**src/rtl/spi_slave_regfile.sv**
```systemverilog
// spi_slave_regfile
//   SPI mode-0 responder that decodes 16-bit frames ({rw, addr[6:0]}, data)
//   into writes and reads of a local bank of NUM_REGS 8-bit registers.
//   All SPI pins are asynchronous to CLK and are synchronized internally.
//
// Ports
//   CLK        process clock (SCLK must be at most CLK/8)
//   rst_n      synchronous active-low reset
//   SCLK       SPI clock, idle low
//   CS_N       SPI chip select, active low
//   MOSI       SPI data in, MSB first
//   MISO       SPI data out, MSB first
//   MISO_OE    MISO drive enable, high only inside a read frame
//   wr_strobe  one-CLK pulse when a write commits
//   wr_addr    address of the last committed write
//   wr_data    data of the last committed write
//   rd_strobe  one-CLK pulse when read data is loaded for shifting
//   reg_flat   register bank, reg i at bits [8i+7:8i]
//
// state | meaning
// ------+---------------------------------------------------------------
// IDLE  | CS_N high (or not yet seen high since reset); nothing shifting
// CMD   | shifting in the command/address byte
// DATA  | shifting in write data or shifting out read data
// DONE  | frame complete; extra SCLK edges are ignored until CS_N rises
module spi_slave_regfile #(
  parameter int          NUM_REGS = 16,
  parameter logic [7:0]  RST_VAL  = 8'h00
) (
  input  logic                  CLK,
  input  logic                  rst_n,
  input  logic                  SCLK,
  input  logic                  CS_N,
  input  logic                  MOSI,
  output logic                  MISO,
  output logic                  MISO_OE,
  output logic                  wr_strobe,
  output logic [6:0]            wr_addr,
  output logic [7:0]            wr_data,
  output logic                  rd_strobe,
  output logic [8*NUM_REGS-1:0] reg_flat
);

  typedef enum logic [1:0] {S_IDLE, S_CMD, S_DATA, S_DONE} state_t;

  state_t      state;
  logic        sclk_s1, sclk_s2, sclk_s3;
  logic        cs_s1, cs_s2;
  logic        mosi_s1, mosi_s2;
  logic [1:0]  fill;
  logic        armed;
  logic [3:0]  bit_cnt;
  logic [6:0]  shift_in;
  logic [7:0]  shift_out;
  logic        rw;
  logic [6:0]  addr;
  logic [7:0]  regs [NUM_REGS];
  logic [7:0]  rd_val;
  logic [7:0]  byte_in;
  logic        sclk_rise;
  logic        sclk_fall;

  assign sclk_rise = sclk_s2 & ~sclk_s3;
  assign sclk_fall = ~sclk_s2 & sclk_s3;
  assign byte_in   = {shift_in, mosi_s2};

  // Out-of-range addresses match no register and read back as zero.
  always_comb begin
    rd_val = 8'h00;
    for (int i = 0; i < NUM_REGS; i++) begin
      if (addr == 7'(i)) rd_val = regs[i];
    end
  end

  for (genvar g = 0; g < NUM_REGS; g++) begin : g_flat
    assign reg_flat[8*g +: 8] = regs[g];
  end

  always_ff @(posedge CLK) begin
    if (!rst_n) begin
      state     <= S_IDLE;
      sclk_s1   <= 1'b0;
      sclk_s2   <= 1'b0;
      sclk_s3   <= 1'b0;
      cs_s1     <= 1'b1;
      cs_s2     <= 1'b1;
      mosi_s1   <= 1'b0;
      mosi_s2   <= 1'b0;
      fill      <= 2'b00;
      armed     <= 1'b0;
      bit_cnt   <= 4'd0;
      shift_in  <= 7'd0;
      shift_out <= 8'h00;
      rw        <= 1'b0;
      addr      <= 7'd0;
      MISO      <= 1'b0;
      MISO_OE   <= 1'b0;
      wr_strobe <= 1'b0;
      rd_strobe <= 1'b0;
      wr_addr   <= 7'd0;
      wr_data   <= 8'h00;
      for (int i = 0; i < NUM_REGS; i++) regs[i] <= RST_VAL;
    end else begin
      sclk_s1 <= SCLK;
      sclk_s2 <= sclk_s1;
      sclk_s3 <= sclk_s2;
      cs_s1   <= CS_N;
      cs_s2   <= cs_s1;
      mosi_s1 <= MOSI;
      mosi_s2 <= mosi_s1;

      // The synchronizers hold idle values for two cycles after reset, so
      // a CS_N that stayed low through reset is not mistaken for a new
      // frame: a real high level must be observed before IDLE may leave.
      fill <= {fill[0], 1'b1};
      if (fill[1] && cs_s2) armed <= 1'b1;

      wr_strobe <= 1'b0;
      rd_strobe <= 1'b0;

      if (cs_s2) begin
        state   <= S_IDLE;
        bit_cnt <= 4'd0;
        MISO    <= 1'b0;
        MISO_OE <= 1'b0;
      end else begin
        case (state)
          S_IDLE: begin
            if (armed) begin
              state   <= S_CMD;
              bit_cnt <= 4'd0;
            end
          end
          S_CMD: begin
            if (sclk_rise) begin
              shift_in <= byte_in[6:0];
              bit_cnt  <= bit_cnt + 4'd1;
              if (bit_cnt == 4'd7) begin
                rw    <= byte_in[7];
                addr  <= byte_in[6:0];
                state <= S_DATA;
              end
            end
          end
          S_DATA: begin
            if (sclk_rise) begin
              shift_in <= byte_in[6:0];
              if (bit_cnt == 4'd15) begin
                state <= S_DONE;
                if (rw) begin
                  wr_strobe <= 1'b1;
                  wr_addr   <= addr;
                  wr_data   <= byte_in;
                  for (int i = 0; i < NUM_REGS; i++) begin
                    if (addr == 7'(i)) regs[i] <= byte_in;
                  end
                end
              end else begin
                bit_cnt <= bit_cnt + 4'd1;
              end
            end else if (sclk_fall && !rw) begin
              // The first fall in DATA always arrives with bit_cnt still 8.
              if (bit_cnt == 4'd8) begin
                shift_out <= rd_val;
                MISO      <= rd_val[7];
                MISO_OE   <= 1'b1;
                rd_strobe <= 1'b1;
              end else begin
                shift_out <= {shift_out[6:0], 1'b0};
                MISO      <= shift_out[6];
              end
            end
          end
          default: ;
        endcase
      end
    end
  end

endmodule

```
**config.mk**
```make
export PLATFORM = sky130hd
export DESIGN_NAME = spi_slave_regfile
export DESIGN_NICKNAME = d
export VERILOG_FILES = /design/src/rtl/spi_slave_regfile.sv
export SDC_FILE = /design/constraint.sdc
export NUM_CORES = 1
export LEC_CHECK = 0
export CAP_MARGIN = 20
export CORE_ASPECT_RATIO = 0.7
export CORE_MARGIN = 3
export CORE_UTILIZATION = 40
export CTS_BUF_LIST = sky130_fd_sc_hd__clkbuf_8
export CTS_CLUSTER_DIAMETER = 60
export CTS_CLUSTER_SIZE = 25
export DETAILED_ROUTE_END_ITERATION = 16
export SYNTH_ARGS = -nofsm -noshare
export SYNTH_HDL_FRONTEND = slang
export SYNTH_SLANG_ARGS = --single-unit
```
**constraint.sdc**
```tcl
create_clock -name CLK -period 4.5 [get_ports CLK]
set_input_delay 0.9 -clock CLK [delete_from_list [all_inputs] [get_ports CLK]]
set_output_delay 0.9 -clock CLK [all_outputs]
set_load 0.02 [all_outputs]
```
==> flow_summary.yaml, run 1 <==
outcome:
  status: "completed"
routing:
  wire_per_inst_microns: 24.0
  firstDrtPassIters: 5
  via_count: 6496
  drc: 0
  vias_per_cell: 5.70
  wl_microns: 27400
  drt_iter0_markers: 818
  antenna_left: 0
layout:
  fillers: 1798
  drive_gt1_share_pct: 9.31
  fin_cells: 1140
  antenna_cells: 0
  synthToLayoutAreaGrowth_pct: 25.7
  final_util_pct: 52.0
  final_net_count: 869
  fin_area_sq_mm: 0.0105
synth:
  syn_area_per_cell_sq_um: 11.5
  netlist_instances: 722
  synth_cell_type_count: 71
  syn-num-nets: 734
  yosys_warnings: 0
  ys.flop_type: "edfxtp_1"
  synth_edf_count: 128
  synth-seq-cells: 185
  syn-cell-area_sq_mm: 0.00832
  ys_async_sr_fraction_pct: 0
  seq_area_frac_synth_pct: 59.9
timing:
  final-max-slew-violation-count: 0
  hold_viol: 0
  fin_skew_ps: 13.8
  fin_crit_sh_pct: 65.5
  max-slew-margin-rel_pct: 47.8
  rsz0062_at_grt: "false"
  setup_viol: 0
  setup_tns_ps: 0
  fin_ws_ps: 1550
  max_freq_mhz: 339
  whs_ps: 415
  tightest_slew_ps: 784
  min_period_ps: 2950
placement:
  portBuffers: 151
  place_area_sq_mm: 0.0100
  pre_cts_ws_ps: 1670
  post-dp-hpwl_microns: 20300
  place.gp.congestion: 0.998
  placed_cells: 1106
global_routing:
  grt_overflow: 0
  grt_max_degree: 51
  antenna_found_initial: 0
  grt_pass1_vias: 6356
  grt_usage_pct: 24.4
  grt_pass1_wl_microns: 40800
worst_setup_path:
  cp.arrival_ps: 3340
  r2r_setup_slack_ps: 1550
  startpoint_type: "flip-flop"
  crit_path_end_kind: "flip-flop"
  r2r-end: "MISO"
  r2r_start: "addr[1]"
  worstPathMaxFanout: 30
  path_class: "flip-flop to flip-flop"
  rr_worst_depth: 7
  crit_required_ps: 4890
power:
  vdd_ir_drop_max_mv: 0.161
  p_leak_nw: 3.55
  power.total_mw: 3.27
  power_density_mw_per_mm2: 312
clocking:
  cts-resized-gates: 0
  post_cts_buffers: 0
  tritoncts: "yes"
  cts.htree.levels: 4
  clockRootBuffer: "clkbuf_8"
  clkSlewWorstSetupHoldPaths_ps: 90
  cts_buffer_depth: 2
  cts_buffers: 17
  holdBufCountCts: 0
  cts_num_sinks: 185
  insertion_delay_ps: 480
min_path:
  worstHoldEndpoint: "cs_s2"
  min_path_cells: 1
  hold_class: "flip-flop to flip-flop"
  hp-start: "cs_s1"
die:
  dieArea_sq_mm: 0.0226
  die_w_microns: 178
  die_y_microns: 127
  io_pins: 152
  start_util_pct: 41.3
  core_area_sq_mm: 0.0201
  rows: 43
job:
  max_cap_viol_count: 0
## critical path, stage by stage, from the launching register on
cell and delay (ps):
dfxtp_2 780, buf_4 410, buf_4 320, o21ai_0 130
a221oi_1 690, a2111oi_0 180, buf_1 200, o22ai_1 130
## where the power goes
| part | total [mW] | leakage (nW) | switching [mW] | internal, mW |
|---|---|---|---|---|
| Sequential | 1.89 | 1.79 | 0.0387 | 1.85 |
| Clock | 1.16 | 0.209 | 0.613 | 0.550 |
| Combinational | 0.209 | 1.55 | 0.120 | 0.0897 |
| Total | 3.27 | 3.55 | 0.772 | 2.49 |
## registers in the layout, summed over array words and instances, names as in the netlist, 4 cells and up
| signal | flops |
|---|---|
| wr_addr | 7 |
| regs | 128 |
| addr | 7 |
| shift_out | 7 |
| wr_data | 8 |
| bit_cnt | 4 |
| shift_in | 7 |
## placed cells by master, fill, tap and decap left out, types with 17 or more instances in the layout
| cell type | instances |
|---|---|
| a21oi_1 | 19 |
| clkbuf_8 | 17 |
| clkdlybuf4s50_1 | 150 |
| dfxtp_1 | 55 |
| edfxtp_1 | 128 |
| inv_1 | 22 |
| mux2i_1 | 52 |
| nand2_1 | 48 |
| nor2_1 | 105 |
| nor2b_1 | 44 |
| o21ai_0 | 20 |
## worst max path at each step
stage          slack, ps    start           to  depth (start not counted)
6_report            1550  addr[1]         MISO                          7
5_1_grt             1520  addr[1]         MISO                          7
4_1_cts             1610  addr[3]  regs[1][31]                          4
3_5_place_dp        1670  addr[3]  regs[1][25]                          4
3_3_place_gp        1190  addr[0]         MISO                          5
2_1_floorplan       2050  addr[4]  regs[1][32]                          6
## cells in the mapped netlist, types with 7 or more instances
library cell | number | area share (%)
buf_2 | 19 | 1.1
and2_1 | 9 | 0.68
nand3_1 | 14 | 0.84
nor3_1 | 8 | 0.48
inv_1 | 20 | 0.90
edfxtp_1 | 128 | 46
nor2_1 | 105 | 4.7
mux2_2 | 9 | 1.2
clkbuf_1 | 27 | 1.2
ha_1 | 7 | 1.1
dfxtp_1 | 57 | 14
mux2i_1 | 52 | 6.3
o22ai_1 | 9 | 0.68
a21oi_1 | 19 | 1.1
nand2_1 | 48 | 2.2
nand2b_1 | 8 | 0.60
nor2b_1 | 44 | 3.3
nand4_1 | 7 | 0.53
o21ai_0 | 20 | 1.2
a211oi_1 | 8 | 0.72
## kinds of logic (layout without fill, tap and decap cells)
| logic type | count (synthesis) | in the layout | share of synthesized area (%) |
|---|---|---|---|
| DFF | 185 | 185 | 59.9 |
| buffers and inverters | 71 | 219 | 3.76 |
| muxes | 63 | 63 | 8.02 |
| adders and majority gates | 7 | 7 | 1.05 |
| and+or+nand+nor | 278 | 278 | 17.0 |
| AOI/OAI and AO/OA | 118 | 118 | 10.2 |
## area by class of cell
type                    count  area (sq um)  share of cell area [%]
clock buffers              17           234                    2.24
repair buffers            167          1620                    15.5
clock inverters            15           170                    1.63
flip-flops and latches    185          4990                    47.7
well taps                 270           338                    3.23
multi-input cells         466          3030                    29.0
inverters                  20          75.1                   0.718
## layer usage
layer,global-route usage (%),vias up,part of all wire [%]
met2,35.0,392,42
met1,37.9,3195,46
met4,5.04,0,0.92
met5,0,-,0
li1,-,2890,-
met3,5.48,19,10
(Power assumes the default switching activity.)
==> inputs of run 2 (changes only) <==
--- a/config.mk
+++ b/config.mk
@@ -13,6 +13,7 @@
 export CTS_CLUSTER_DIAMETER = 60
 export CTS_CLUSTER_SIZE = 25
 export DETAILED_ROUTE_END_ITERATION = 16
+export PLACE_DENSITY = 0.66
 export SYNTH_ARGS = -nofsm -noshare
 export SYNTH_HDL_FRONTEND = slang
 export SYNTH_SLANG_ARGS = --single-unit
==> constraint.sdc (replaced) <==
create_clock -name CLK -period 2.5 [get_ports CLK]
set_input_delay 0.5 -clock CLK [delete_from_list [all_inputs] [get_ports CLK]]
set_output_delay 0.5 -clock CLK [all_outputs]
set_load 0.02 [all_outputs]
==> run 2 against run 1 <==
Wire length is 2.0% higher. First-iteration DRC count is 0.98% lower. Register-to-register slack worse by 1400 ps. Combinational power is 81% higher. Utilization is 1.8 points higher. Largest cell class unchanged. Highest routed layer unchanged.
==> flow_summary.yaml, run 2 (synthesis results as in run 1) <==
worst_setup_path:
  r2r-end: "regs[0][2]"
  worstPathMaxFanout: 8
  cp.arrival_ps: 2450
  r2r_setup_slack_ps: 200
  crit_required_ps: 2650
  rr_worst_depth: 7
  crit_path_end_kind: "flip-flop"
  r2r_start: "state[0]"
  startpoint_type: "flip-flop"
  path_class: "flip-flop to flip-flop"
timing:
  hold_viol: 0
  setup_viol: 0
  max_freq_mhz: 435
  fin_skew_ps: 14.3
  final-max-slew-violation-count: 0
  max-slew-margin-rel_pct: 53.3
  setup_tns_ps: 0
  fin_crit_sh_pct: 92.0
  tightest_slew_ps: 699
  min_period_ps: 2300
  rsz0062_at_grt: "false"
  fin_ws_ps: 200
min_path:
  min_path_cells: 2
  hp-start: "rst_n"
  hold_class: "input pin to flip-flop"
  worstHoldEndpoint: "cs_s1"
die:
  die_w_microns: 178
  start_util_pct: 41.3
  rows: 43
  io_pins: 152
  core_area_sq_mm: 0.0201
  die_y_microns: 127
  dieArea_sq_mm: 0.0226
clocking:
  cts-resized-gates: 0
  cts.htree.levels: 4
  clockRootBuffer: "clkbuf_8"
  clkSlewWorstSetupHoldPaths_ps: 90
  holdBufCountCts: 0
  insertion_delay_ps: 480
  cts_num_sinks: 185
  tritoncts: "yes"
  post_cts_buffers: 0
  cts_buffer_depth: 2
  cts_buffers: 17
routing:
  drt_iter0_markers: 810
  antenna_left: 0
  wire_per_inst_microns: 23.6
  wl_microns: 27900
  via_count: 6729
  firstDrtPassIters: 5
  vias_per_cell: 5.70
  drc: 0
layout:
  layout_common_cells: "150 x clkdlybuf4s50_1, 128 x edfxtp_1, 105 x nor2_1, 56 x buf_4, 55 x dfxtp_1"
  final_util_pct: 53.7
  final_net_count: 910
  fin_area_sq_mm: 0.0108
  largest_register_ffs: 128
  fillers: 1767
  final_common_cell: "clkdlybuf4s50_1"
  drive_gt1_share_pct: 13.6
  regMostFlops: "regs"
  antenna_cells: 0
  synthToLayoutAreaGrowth_pct: 29.9
  top_regs: "regs x128, wr_data x8"
global_routing:
  grt_pass1_vias: 6397
  grt_overflow: 0
  grt_pass1_wl_microns: 40900
  grt_max_degree: 25
  grt_usage_pct: 24.7
  antenna_found_initial: 0
power:
  power.total_mw: 6.00
  vdd_ir_drop_max_mv: 0.266
  p_leak_nw: 3.76
  power_density_mw_per_mm2: 556
placement:
  place.gp.congestion: 0.989
  post-dp-hpwl_microns: 21000
  portBuffers: 151
  place_area_sq_mm: 0.0104
  pre_cts_ws_ps: 203
job:
  max_cap_viol_count: 0
outcome:
  status: "completed"
[run 2: cell count changes in the layout (fill, tap and decap cells not counted), moves of 2 or more]
cell	delta
buf_4	+43
buf_2	-2
clkinv_4	+2
inv_6	-2
[run 2: worst max-delay path by stage]
stage | from | to | slack, ps | depth (start not counted)
finish | state[0] | regs[0][2] | 200 | 7
global route | state[0] | regs[0][0] | 10 | 7
CTS | state[0] | regs[0][22] | 180 | 7
detailed placement | state[0] | regs[0][18] | 200 | 7
global placement | state[0] | regs[0][23] | 250 | 7
floorplan | addr[4] | regs[1][32] | 50 | 6
[run 2: area by class of cell]
| cell class | count | area [sq um] | area share, % |
|---|---|---|---|
| clock buffer | 17 | 234 | 2.16 |
| clock inverter | 15 | 196 | 1.82 |
| inverter | 20 | 75.1 | 0.695 |
| multi-input combinational | 466 | 3030 | 28.0 |
| sequential | 185 | 4990 | 46.1 |
| tap | 270 | 338 | 3.13 |
| timing repair buffer | 208 | 1950 | 18.0 |
[run 2: metal layers]
metal  track usage (%)  share of wire [%]  up-vias
li1                  -                  -     2968
met1              39.3                 47     3288
met2              32.1                 39      429
met3              7.63                 13       44
met4              6.14                1.8        0
met5                 0                  0        -
[run 2: through the flow]
stage / hold slack [ps] / std cells
after floorplan: 386 / 722
after global placement: 414 / 1149
after detailed placement: 423 / 1149
after CTS: 413 / 1181
after global routing: 429 / 1181
final: 439 / 1181
[run 2: critical path, stage by stage, from the launching register on]
cell     delay [ps]
dfxtp_1         360
inv_1            90
ha_1            230
and3_1          180
or3b_4          420
nor3_4          280
nand2_2          90
nand2_1         310
[run 2: report_power, final]
part | total (mW) | switching (mW) | internal, mW
combinational | 0.379 | 0.215 | 0.164
clock | 2.21 | 1.12 | 1.09
sequential | 3.41 | 0.0761 | 3.34
==> inputs of run 3 (changes only) <==
--- a/config.mk
+++ b/config.mk
@@ -10,8 +10,6 @@
 export CORE_MARGIN = 3
 export CORE_UTILIZATION = 40
 export CTS_BUF_LIST = sky130_fd_sc_hd__clkbuf_8
-export CTS_CLUSTER_DIAMETER = 60
-export CTS_CLUSTER_SIZE = 25
 export DETAILED_ROUTE_END_ITERATION = 16
 export PLACE_DENSITY = 0.66
 export SYNTH_ARGS = -nofsm -noshare
==> results of run 3 <==
Same layout as run 2: the final DEF is identical, and so are final timing and power.
